--- src/rtl/neander_mem_arbiter_if.sv ---
// Downstream SPI memory controller request/response bus.
// The arbiter drives it as master; the memory controller (or a bench model) is the slave.
interface neander_mem_arbiter_if #(
   parameter int AW = 16,
   parameter int DW = 16
);
   logic          mem_req;
   logic          mem_read;
   logic          mem_write;
   logic [AW-1:0] mem_addr;
   logic [DW-1:0] mem_data_out;
   logic [DW-1:0] mem_data_in;
   logic          mem_ready;

   modport master (
      output mem_req, mem_read, mem_write, mem_addr, mem_data_out,
      input  mem_data_in, mem_ready
   );

   modport slave (
      input  mem_req, mem_read, mem_write, mem_addr, mem_data_out,
      output mem_data_in, mem_ready
   );
endinterface

--- src/rtl/neander_mem_arbiter.sv ---
// Round-robin arbiter giving NCH requesters access to one SPI memory controller.
// Define NEANDER_ARB_TIMEOUT_EN to add a mem_ready watchdog that completes with ch_err.
module neander_mem_arbiter #(
   parameter int NCH         = 2,
   parameter int AW          = 16,
   parameter int DW          = 16,
   parameter int TIMEOUT_CYC = 255,
   localparam int GW         = (NCH > 1) ? $clog2(NCH) : 1
) (
   input  logic                clk,
   input  logic                reset,
   input  logic [NCH-1:0]      ch_req,
   input  logic [NCH-1:0]      ch_we,
   input  logic [NCH*AW-1:0]   ch_addr,
   input  logic [NCH*DW-1:0]   ch_wdata,
   output logic [NCH-1:0]      ch_ack,
   output logic [NCH-1:0]      ch_err,
   output logic [DW-1:0]       ch_rdata,
   neander_mem_arbiter_if.master mem,
   output logic                busy,
   output logic [GW-1:0]       grant_id
);

   typedef enum logic [1:0] {IDLE, REQ, ACK} state_t;

   state_t        state, state_nxt;
   logic [GW-1:0] last_grant;
   logic [GW-1:0] gnt_sel;
   logic          gnt_vld;
   logic          we_q;
   logic          done;
   logic          tmo;

   // Search starts one past the last served channel and wraps modulo NCH,
   // so a non-power-of-two NCH can never select a missing channel.
   always_comb begin
      int idx;
      idx     = 0;
      gnt_vld = 1'b0;
      gnt_sel = last_grant;
      for (int i = 1; i <= NCH; i++) begin
         idx = int'(last_grant) + i;
         if (idx >= NCH) idx = idx - NCH;
         if (!gnt_vld && ch_req[idx]) begin
            gnt_vld = 1'b1;
            gnt_sel = GW'(idx);
         end
      end
   end

   assign done = (state == REQ) && mem.mem_ready;
   assign busy = (state != IDLE);

`ifdef NEANDER_ARB_TIMEOUT_EN
   localparam int CW = $clog2(TIMEOUT_CYC + 1);
   logic [CW-1:0] tmo_cnt;
   logic          err_q;

   // Counter holds the number of REQ cycles already completed.
   always_ff @(posedge clk or negedge reset) begin
      if (!reset)                      tmo_cnt <= '0;
      else if (state == IDLE)          tmo_cnt <= '0;
      else if (state == REQ)           tmo_cnt <= tmo_cnt + 1'b1;
   end

   assign tmo = (state == REQ) && !mem.mem_ready && (tmo_cnt == CW'(TIMEOUT_CYC - 1));

   always_ff @(posedge clk or negedge reset) begin
      if (!reset) err_q <= 1'b0;
      else        err_q <= tmo;
   end

   assign ch_err = ch_ack & {NCH{err_q}};
`else
   assign tmo    = 1'b0;
   assign ch_err = '0;
`endif

   always_ff @(posedge clk or negedge reset) begin
      if (!reset) state <= IDLE;
      else        state <= state_nxt;
   end

   always_comb begin
      state_nxt = state;
      case (state)
         IDLE:    if (gnt_vld) state_nxt = REQ;
         REQ:     if (done || tmo) state_nxt = ACK;
         ACK:     state_nxt = IDLE;
         default: state_nxt = IDLE;
      endcase
   end

   always_ff @(posedge clk or negedge reset) begin
      if (!reset) begin
         last_grant       <= GW'(NCH - 1);
         grant_id         <= '0;
         we_q             <= 1'b0;
         ch_ack           <= '0;
         ch_rdata         <= '0;
         mem.mem_req      <= 1'b0;
         mem.mem_read     <= 1'b0;
         mem.mem_write    <= 1'b0;
         mem.mem_addr     <= '0;
         mem.mem_data_out <= '0;
      end else begin
         ch_ack <= '0;
         case (state)
            IDLE: if (gnt_vld) begin
               grant_id         <= gnt_sel;
               we_q             <= ch_we[gnt_sel];
               mem.mem_addr     <= ch_addr[gnt_sel*AW +: AW];
               mem.mem_data_out <= ch_wdata[gnt_sel*DW +: DW];
               mem.mem_req      <= 1'b1;
               mem.mem_read     <= ~ch_we[gnt_sel];
               mem.mem_write    <= ch_we[gnt_sel];
            end
            REQ: if (done || tmo) begin
               mem.mem_req      <= 1'b0;
               mem.mem_read     <= 1'b0;
               mem.mem_write    <= 1'b0;
               ch_ack[grant_id] <= 1'b1;
               last_grant       <= grant_id;
               if (!done)      ch_rdata <= '1;
               else if (!we_q) ch_rdata <= mem.mem_data_in;
            end
            default: ;
         endcase
      end
   end

endmodule

--- src/flat_wrapper.sv ---
// flat-port wrapper written by rule: the top's interface ports become plain ports
module neander_mem_arbiter_flat 
#(
   parameter int NCH         = 2,
   parameter int AW          = 16,
   parameter int DW          = 16,
   parameter int TIMEOUT_CYC = 255,
   localparam int GW         = (NCH > 1) ? $clog2(NCH) : 1
)
  (clk, reset, ch_req, ch_we, ch_addr, ch_wdata, ch_ack, ch_err, ch_rdata, busy, grant_id, mem_mem_req, mem_mem_read, mem_mem_write, mem_mem_addr, mem_mem_data_out, mem_mem_data_in, mem_mem_ready);
  neander_mem_arbiter_if #(.AW(AW), .DW(DW)) mem_i ();
  input  logic clk;
  input  logic reset;
  input  logic [NCH-1:0] ch_req;
  input  logic [NCH-1:0] ch_we;
  input  logic [NCH*AW-1:0] ch_addr;
  input  logic [NCH*DW-1:0] ch_wdata;
  output logic [NCH-1:0] ch_ack;
  output logic [NCH-1:0] ch_err;
  output logic [DW-1:0] ch_rdata;
  output logic busy;
  output logic [GW-1:0] grant_id;
  output wire logic [$bits(mem_i.mem_req)-1:0] mem_mem_req;
  output wire logic [$bits(mem_i.mem_read)-1:0] mem_mem_read;
  output wire logic [$bits(mem_i.mem_write)-1:0] mem_mem_write;
  output wire logic [$bits(mem_i.mem_addr)-1:0] mem_mem_addr;
  output wire logic [$bits(mem_i.mem_data_out)-1:0] mem_mem_data_out;
  input wire logic [$bits(mem_i.mem_data_in)-1:0] mem_mem_data_in;
  input wire logic [$bits(mem_i.mem_ready)-1:0] mem_mem_ready;
  assign mem_mem_req = mem_i.mem_req;
  assign mem_mem_read = mem_i.mem_read;
  assign mem_mem_write = mem_i.mem_write;
  assign mem_mem_addr = mem_i.mem_addr;
  assign mem_mem_data_out = mem_i.mem_data_out;
  assign mem_i.mem_data_in = mem_mem_data_in;
  assign mem_i.mem_ready = mem_mem_ready;
  neander_mem_arbiter #(.NCH(NCH), .AW(AW), .DW(DW), .TIMEOUT_CYC(TIMEOUT_CYC)) u_core (.clk(clk), .reset(reset), .ch_req(ch_req), .ch_we(ch_we), .ch_addr(ch_addr), .ch_wdata(ch_wdata), .ch_ack(ch_ack), .ch_err(ch_err), .ch_rdata(ch_rdata), .mem(mem_i), .busy(busy), .grant_id(grant_id));
endmodule
--- config.mk ---
export PLATFORM = sky130hd
export DESIGN_NAME = neander_mem_arbiter_flat
export DESIGN_NICKNAME = d
export VERILOG_FILES = /design/src/rtl/neander_mem_arbiter_if.sv /design/src/rtl/neander_mem_arbiter.sv /design/src/flat_wrapper.sv
export SDC_FILE = /design/constraint.sdc
export NUM_CORES = 1
export LEC_CHECK = 0
export ABC_AREA = 1
export ABC_CLOCK_PERIOD_IN_PS = 1330
export BUFFER_PORTS_ARGS = -buffer_cell sky130_fd_sc_hd__buf_2
export CAP_MARGIN = 20
export CELL_PAD_IN_SITES_DETAIL_PLACEMENT = 1
export CELL_PAD_IN_SITES_GLOBAL_PLACEMENT = 2
export CORE_ASPECT_RATIO = 1.4
export CORE_MARGIN = 2
export CORE_UTILIZATION = 25
export CTS_CLUSTER_SIZE = 40
export DETAILED_ROUTE_END_ITERATION = 16
export PLACE_DENSITY_LB_ADDON = 0.2
export SLEW_MARGIN = 20
export SYNTH_ARGS = -nofsm -noshare
export SYNTH_HDL_FRONTEND = slang
export SYNTH_SLANG_ARGS = --single-unit
--- constraint.sdc ---
create_clock -name clk -period 1.33 [get_ports clk]
set_input_delay 0.133 -clock clk [delete_from_list [all_inputs] [get_ports clk]]
set_output_delay 0.133 -clock clk [all_outputs]
set_load 0.005 [all_outputs]
After elaboration in Yosys (flattened, before gate mapping). Index checks and enable logic that the tools add are counted.

Add/sub/neg operators: 4. $lt $le $gt $ge: 7. Eq/ne operators: 3. Shift operators: 2. Muxes and demuxes: 28. Bitwise gates (word level): 2. Reduce and logical (&&, ||, !) cells: 12.

Operator list (number): $ge A32 B3 Y1 const B (2); $lt A32 B3 Y1 const B (2); $mux W32 (2); $shiftx A32 B6 Y16 (2); $sub A32 B3 Y32 const B (2); $mux W1 (17); $mux W2 (4); $pmux W1 S2 (3); $reduce_and A2 Y1 (3); $reduce_and A3 Y1 (2); $lt A1 B2 Y1 const B (2); $ne A2 B1 Y1 const B (2); $pmux W2 S2 (1); $reduce_bool A2 Y1 (2); $add A1 B2 Y3 const B (1); $logic_and A1 B1 Y1 (3); $add A1 B1 Y2 const B (1); $eq A2 B1 Y1 const B (1); $logic_not A2 Y1 (1); $not A1 Y1 (2); $demux W1 S1 (1); $ge A1 B1 Y1 const B (1); $logic_not A1 Y1 (1).

Flip-flop bits (word level): 58. Output and inout port bits: 57. Logic and storage cells: 69.

Longest topological paths before layout. Gate-level depths: netlist of the first run.

Word-level depth: 15. Gate-level depth with buffers: 7.

Worst setup path after synthesis of the first run. OpenSTA, ideal clock, no wires.

Kind: reg-to-reg. Start: reg u_core.last_grant. End: reg u_core.mem.mem_addr[10]. Setup time: 0.117 ns. Arrival: 1.066 ns. Slack: 0.146 ns. Cell stages (with the launch flop): 7. Cell sequence: dfstp_2 inv_1 nand2_2 buf_2 nand3b_1 nand3_1 nand2_1.

Word-level cells in the longest chain between the ends: 11. Elaborated cells between the ends (all ways): 22.

RTL lines: start, declared (RTL line neander_mem_arbiter.sv:27) `logic [GW-1:0] last_grant;`; start signal, assigned (RTL line neander_mem_arbiter.sv:96) `last_grant <= GW'(NCH - 1);`; start signal, assigned (RTL line neander_mem_arbiter.sv:123) `last_grant <= grant_id;`; $add A1 B1 Y2 (RTL line neander_mem_arbiter.sv:42) `idx = int'(last_grant) + i;`; $sub A32 B3 Y32 or $ge A32 B3 Y1 (tied branches) (RTL line neander_mem_arbiter.sv:43) `if (idx >= NCH) idx = idx - NCH;`; $mux W32 (RTL line neander_mem_arbiter.sv:43); $mux W1 (not written as such) (3 in a row) (RTL line neander_mem_arbiter.sv:44) `if (!gnt_vld && ch_req[idx]) begin`; $mux W1 (RTL line neander_mem_arbiter.sv:44); $logic_not A1 Y1 (RTL line neander_mem_arbiter.sv:44); $logic_and A1 B1 Y1 (RTL line neander_mem_arbiter.sv:44); $mux W1 (RTL line neander_mem_arbiter.sv:44); $shiftx A32 B6 Y16 or $reduce_and A2 Y1 (tied branches); end signal, assigned (RTL line neander_mem_arbiter.sv:112) `mem.mem_addr <= ch_addr[gnt_sel*AW +: AW];`; end, declared (RTL line neander_mem_arbiter_if.sv:16) `output mem_req, mem_read, mem_write, mem_addr, mem_data_out,`.

Several ways; a longest one is shown, not always the timed one. The select of a mux whose other input is x is not followed. A chain may end at the register's enable or synchronous reset.

Worst setup path after layout of the first run.
Start: reg u_core.state[0]. End: out busy.

Word-level cells in the longest chain between the ends: 1.

RTL lines: start, declared (RTL line neander_mem_arbiter.sv:26) `state_t state, state_nxt;`; start signal, assigned (RTL line neander_mem_arbiter.sv:81) `else state <= state_nxt;`; $reduce_bool A2 Y1 (RTL line neander_mem_arbiter.sv:52) `assign busy = (state != IDLE);`; end, declared (RTL line flat_wrapper.sv:21) `output logic busy;`.

Every way passes these cells.

==> flow_summary.ini, run 1 <==
[worst_setup_path]
r2r_slack_ns = 0.09
reg2reg_from = u_core.last_grant$_DFFE_PN1P_
worst_setup_path_end_kind = output pin
ff2ff_path_depth = 6
setup.worst_path.start_class = register
crit_type = reg -> out
cp_max_fo = 3
r2r-end = u_core.mem.mem_data_out[9]$_DFFE_PN0P_
crit_required_ns = 1.20
cp.arrival_ns = 1.14

[power_and_ir_drop]
p_leak_uw = 0.00249
vdd_ir_drop_max_mv = 0.727
fin_total_pwr_uw = 9750
p_per_area_mw_per_mm2 = 2230

[timing]
finalWorstSetupSlack_ns = 0.0586
fmax_mhz = 787
fin_skew_ns = 0.00439
rsz0062_at_grt = false
finalHoldViolCount = 0
slew_viol_final = 0
period_minus_slack_ns = 1.27
min_period_over_period_pct = 95.6
finalSetupTns_ns = 0
finalSetupViolations = 0

[floorplanning]
start_util_pct = 25.3
core_mm2 = 0.0117
ios = 144
rows = 47
die_w_um = 96.0
die_h_um = 133
design.die.area_mm2 = 0.0127

[route]
dr.first_iter.drc_count = 67
post-route-drc-count = 0
routed_wl_mm = 9.98
dr.pass1.iters = 4
drt-met1-wl_mm = 4.07
top_layer_used = met4
antenna_left = 0
vias = 2918
viasPerCell = 4.39
dr_wl_met2_mm = 5.09
post_drt_wl_per_cell_um = 15.0
route.met3.wl_um = 704

[placement]
routabilityCongestion = 0.758
place_hpwl_mm = 7.08
dp.cells = 642
placed_area_mm2 = 0.00391
portBuffers = 141
pre_cts_ws_ns = 0.0412

[clocking]
h-tree-depth = 3
clock_latency_ns = 0.33
numClockSinks = 58
clk_pin_slew_worst_paths_ns = 0.05
cts_tree = yes
cts_root_buf = clkbuf_16
cts_max_path_buffers = 2
numCtsBuffers = 9

[synthesis]
synthCells = 361
synth_edf_count = 0
yosysTopAreaCellShare_pct = 48.2
synth_top_area_cell = dfrtp_1
async_reset_ff_share_pct = 100
avgSynthCellArea_um2 = 8.20
yosys_warnings = 0
synth_ff_type = dfrtp_1
synth.distinct_cells = 21
ys_ff_latch = 58
synth_most_common_cell = nand2_1
synth_commonest_cells = nand2_1, nand3_1, dfrtp_1
syn-cell-area_mm2 = 0.00296
seq_area_frac_synth_pct = 49.1
synth_area_leaders = dfrtp_1, nand2_1, nand3_1, nand3b_1, inv_1

[global_routing]
grt_use_total_pct = 16.0
overflow = 0
grt_pass1_wl_mm = 15.6
antenna_found_initial = 0
grt_pass1_vias = 3113
grt_max_degree = 59

[min_path]
hold_end = u_core.ch_rdata[10]$_DFFE_PN0P_
holdCritPathClass = in -> reg
min_from = mem_mem_data_in[10]
hold_depth = 3

[flow_run]
drv_cap = 0

[final_layout]
num_antenna_cells = 0
drive_gt1_share_pct = 35.9
area_growth_pct = 47.5
nFillCells = 1439
final_cells = 665
final_area_mm2 = 0.00437
nets = 600

[outcome]
status = complete, no violations
cells by family (layout without fill, tap and decap cells):
| family | Yosys count | count (layout) | synth area share [%] |
|---|---|---|---|
| simple gates | 235 | 235 | 39.0 |
| buf+inv | 63 | 219 | 10.6 |
| flops | 58 | 58 | 49.1 |
| compound gates | 4 | 4 | 1.14 |
| other cells | 1 | 2 | 0.127 |
metrics by stage:
stage	util (%)	hold WS, ns
floorplan	-	-0.163
global placement	33.4	0.174
detailed placement	33.4	0.179
CTS	36.6	0.000478
global route	37.3	0.00609
finish	37.3	0.0115
critical path: stages, from the launching register on:
cell     delay, ns
dfrtp_1       0.41
inv_2         0.06
nand2_1       0.18
buf_2         0.16
sequential cells by signal, summed over array words and instances (netlist names):
signal,flops
u_core.mem.mem_write,1
u_core.mem.mem_data_out,16
u_core.grant_id,1
u_core.mem.mem_addr,16
u_core.ch_ack,2
u_core.state,2
u_core.mem.mem_req,1
u_core.last_grant,1
u_core.mem.mem_read,1
u_core.ch_rdata,16
u_core.we_q,1
worst max-delay path by stage:
stage / endpoint / from / slack [ns]
final: busy / u_core.state[0]$_DFFE_PN0P_ / 0.06
after global placement: u_core.mem.mem_addr[5]$_DFFE_PN0P_ / u_core.last_grant$_DFFE_PN1P_ / 0.08
after CTS: u_core.mem.mem_addr[5]$_DFFE_PN0P_ / u_core.last_grant$_DFFE_PN1P_ / 0.03
after detailed placement: u_core.mem.mem_addr[5]$_DFFE_PN0P_ / u_core.last_grant$_DFFE_PN1P_ / 0.04
after global routing: u_core.mem.mem_addr[5]$_DFFE_PN0P_ / u_core.last_grant$_DFFE_PN1P_ / 0.006
after floorplan: u_core.mem.mem_addr[10]$_DFFE_PN0P_ / u_core.last_grant$_DFFE_PN1P_ / 0.15
what timing repair did:
item | CTS | global route
hold endpoints to repair | 60 | 1
setup endpoints to repair | 0 | 21
resized for setup | 0 | 4
hold buffers | 4 | 1
setup buffers | 0 | 0
routing by layer:
metal / GRT usage [%] / vias to the layer above
met4: 4.29 / 0
li1: - / 1446
met1: 18.1 / 1360
met3: 5.30 / 10
met5: 0 / -
met2: 28.3 / 102
power breakdown:
part / total [uW] / switching (uW) / internal, uW
combinational: 4010 / 2210 / 1800
sequential: 3100 / 473 / 2620
clock: 2640 / 822 / 1820
area by class of cell:
type                    instances  area [um2]  share of cell area (%)
multi-input cells             241        1210                    27.8
clock inverters                 6         105                    2.41
repair buffers                162        1020                    23.4
well taps                     147         184                    4.21
clock buffers                  10         229                    5.25
inverters                      41         156                    3.58
flip-flops and latches         58        1450                    33.3
cells in the final DEF (no fill, tap or decap), types with 2 or more instances in the layout:
cell           Yosys  routed
buf_2              9     141
nand2_1          119     119
nand3_1           72      72
dfrtp_1           57      57
inv_1             38      37
nand3b_1          33      33
clkbuf_16          0      11
buf_12             0       9
dlygate4sd3_1      0       5
buf_4              9       5
inv_2              2       3
nor2_1             3       3
clkinv_2           0       3
bufinv_16          0       3
nor2_8             2       2
nand2_2            4       2
conb_1             1       2
Power figures use the tool's default switching activity.
==> inputs of run 2 (changes only) <==
--- a/config.mk
+++ b/config.mk
@@ -6,7 +6,7 @@
 export NUM_CORES = 1
 export LEC_CHECK = 0
 export ABC_AREA = 1
-export ABC_CLOCK_PERIOD_IN_PS = 1330
+export ABC_CLOCK_PERIOD_IN_PS = 1400
 export BUFFER_PORTS_ARGS = -buffer_cell sky130_fd_sc_hd__buf_2
 export CAP_MARGIN = 20
 export CELL_PAD_IN_SITES_DETAIL_PLACEMENT = 1
@@ -14,6 +14,7 @@
 export CORE_ASPECT_RATIO = 1.4
 export CORE_MARGIN = 2
 export CORE_UTILIZATION = 25
+export CTS_BUF_LIST = sky130_fd_sc_hd__clkbuf_16
 export CTS_CLUSTER_SIZE = 40
 export DETAILED_ROUTE_END_ITERATION = 16
 export PLACE_DENSITY_LB_ADDON = 0.2
==> constraint.sdc (replaced) <==
create_clock -name clk -period 1.4 [get_ports clk]
set_input_delay 0.14 -clock clk [delete_from_list [all_inputs] [get_ports clk]]
set_output_delay 0.14 -clock clk [all_outputs]
set_load 0.005 [all_outputs]
==> run 2 against run 1 <==
  * Clock power fell by 6%
  * Utilization decreased by 0.49 points
  * Via count grew 1.4%
  * Worst setup slack gained 0.029 ns
  * Die area did not move
  * Critical path depth increased by 3
  * Critical endpoint is now u_core.we_q$_DFFE_PN0P_
==> flow_summary.ini, run 2 (synthesized netlist as in run 1, its figures left out) <==
[outcome]
status = complete, no violations

[final_layout]
final_cells = 662
nets = 597
nFillCells = 1436
area_growth_pct = 45.6
final_common_cell = buf_2
reg.largest.list = u_core.ch_rdata (16), u_core.mem.mem_addr (16), u_core.mem.mem_data_out (16)
num_antenna_cells = 0
layout_common_cells = buf_2, nand2_1, nand3_1, dfrtp_1, inv_1
final_util_pct = 36.8
drive_gt1_share_pct = 35.9

[floorplanning]
core_mm2 = 0.0117
ios = 144
die_w_um = 96.0
rows = 47
die_h_um = 133
design.die.area_mm2 = 0.0127
start_util_pct = 25.3

[clocking]
clk_pin_slew_worst_paths_ns = 0.05
cts_root_buf = clkbuf_16
cts_max_path_buffers = 2
h-tree-depth = 3
clock_latency_ns = 0.33
numCtsBuffers = 9
numClockSinks = 58
cts_tree = yes

[global_routing]
grt_use_total_pct = 16.0
grt_pass1_wl_mm = 15.7
grt_pass1_vias = 3189
gr-usage-met2_pct = 29.2
gr-usage-met1_pct = 17.4
busiest_layer = met2
antenna_found_initial = 0
overflow = 0
met3_usage_pct = 3.59
grt_max_degree = 59

[worst_setup_path]
path_buf_inv = 2
slowest_stage = dfstp_2
worst_setup_path_end_kind = register
crit_required_ns = 1.62
cp_max_fo = 16
crit_type = reg -> reg
cp.arrival_ns = 1.53
crit_family = flip-flops
crit_chain = inv_1 > nand2_4 > buf_12 > nand3_1 > nand3_1 > nand2_1
setup.worst_path.start_class = register
max_stage_delay_ns = 0.57
critPathMostFrequentCell = nand3_1

[power_and_ir_drop]
p_per_area_mw_per_mm2 = 2150
p_leak_uw = 0.00247
switching_power_uw = 3330
vdd_ir_drop_max_mv = 0.538
p_comb_share_pct = 41.2
clock_power_share_pct = 26.9
seq_power_share_pct = 31.9
p_int_uw = 5910
swShare_pct = 36.0

[timing]
holdWs_ns = 0.0199
period_minus_slack_ns = 1.31
finalSetupViolations = 0
rsz0062_at_grt = false
fin_skew_ns = 0.00442
finalSetupTns_ns = 0
slew_viol_final = 0
min_period_over_period_pct = 93.7
fmax_mhz = 762
finalWorstSetupSlack_ns = 0.0876
finalHoldViolCount = 0

[placement]
routabilityCongestion = 0.724
portBuffers = 141
place_hpwl_mm = 7.04
pre_cts_ws_ns = -0.109
dp.cells = 642

[route]
dr.first_iter.drc_count = 51
post-route-drc-count = 0
dr.pass1.iters = 4
antenna_left = 0
viasPerCell = 4.47
vias = 2958
routed_wl_mm = 9.95
post_drt_wl_per_cell_um = 15.0

[flow_run]
drv_cap = 0

[min_path]
holdCritPathClass = in -> reg
run 2: per-stage QoR:
step           cell area [um2]  power, uW
2_1_floorplan             2960       4980
3_5_place_dp              3890       6670
5_1_grt                   4310      10000
6_report                  4310       9240
3_3_place_gp              3890       6570
4_1_cts                   4230       9230
run 2: path summary, 6_finish.rpt:
path,start,end,slack [ns],cells past startpoint
hold reg to reg,u_core.mem.mem_req$_DFFE_PN0P_,u_core.mem.mem_req$_DFFE_PN0P_,0.47,2
setup reg to reg,u_core.last_grant$_DFFE_PN1P_,u_core.we_q$_DFFE_PN0P_,0.09,6
max in group asynchronous,reset,u_core.last_grant$_DFFE_PN1P_,0.74,3
hold / removal,mem_mem_data_in[7],u_core.ch_rdata[7]$_DFFE_PN0P_,0.02,3
setup / recovery,u_core.last_grant$_DFFE_PN1P_,u_core.we_q$_DFFE_PN0P_,0.09,6
min in group asynchronous,reset,u_core.mem.mem_data_out[11]$_DFFE_PN0P_,0.36,3
run 2: worst min-delay path: stages:
cell and delay [ns]:
buf_2 0.07, nand2_1 0.04, nand2_1 0.05
run 2: layout make-up:
| class | instances | area [um2] | share of cell area [%] |
|---|---|---|---|
| Clock inverter | 7 | 108 | 2.50 |
| Tap cell | 147 | 184 | 4.27 |
| Multi-Input combinational cell | 241 | 1200 | 27.9 |
| Inverter | 41 | 156 | 3.63 |
| Sequential cell | 58 | 1450 | 33.7 |
| Clock buffer | 9 | 225 | 5.23 |
| Timing Repair Buffer | 159 | 981 | 22.8 |
run 2: layer usage:
layer	vias up	part of all wire [%]
met2	97	52
met1	1407	41
met3	9	6.0
met5	-	0
met4	0	1.5
li1	1445	-
run 2: power by group through the flow:
| stage | combinational, uW | sequential [uW] | clock (uW) |
|---|---|---|---|
| finish | 3800 | 2950 | 2480 |
| detailed placement | 3700 | 2970 | 0 |
| global route | 4320 | 3070 | 2620 |
| floorplan | 1970 | 3010 | 0 |
| global placement | 3610 | 2960 | 0 |
| CTS | 3710 | 2960 | 2550 |
run 2: repair_timing:
item | CTS | global route
setup endpoints to repair | 0 | 6
gates resized for setup | 0 | 1
hold endpoints to repair | 57 | 0
buffers inserted | 0 | 1
hold buffers | 1 | 0
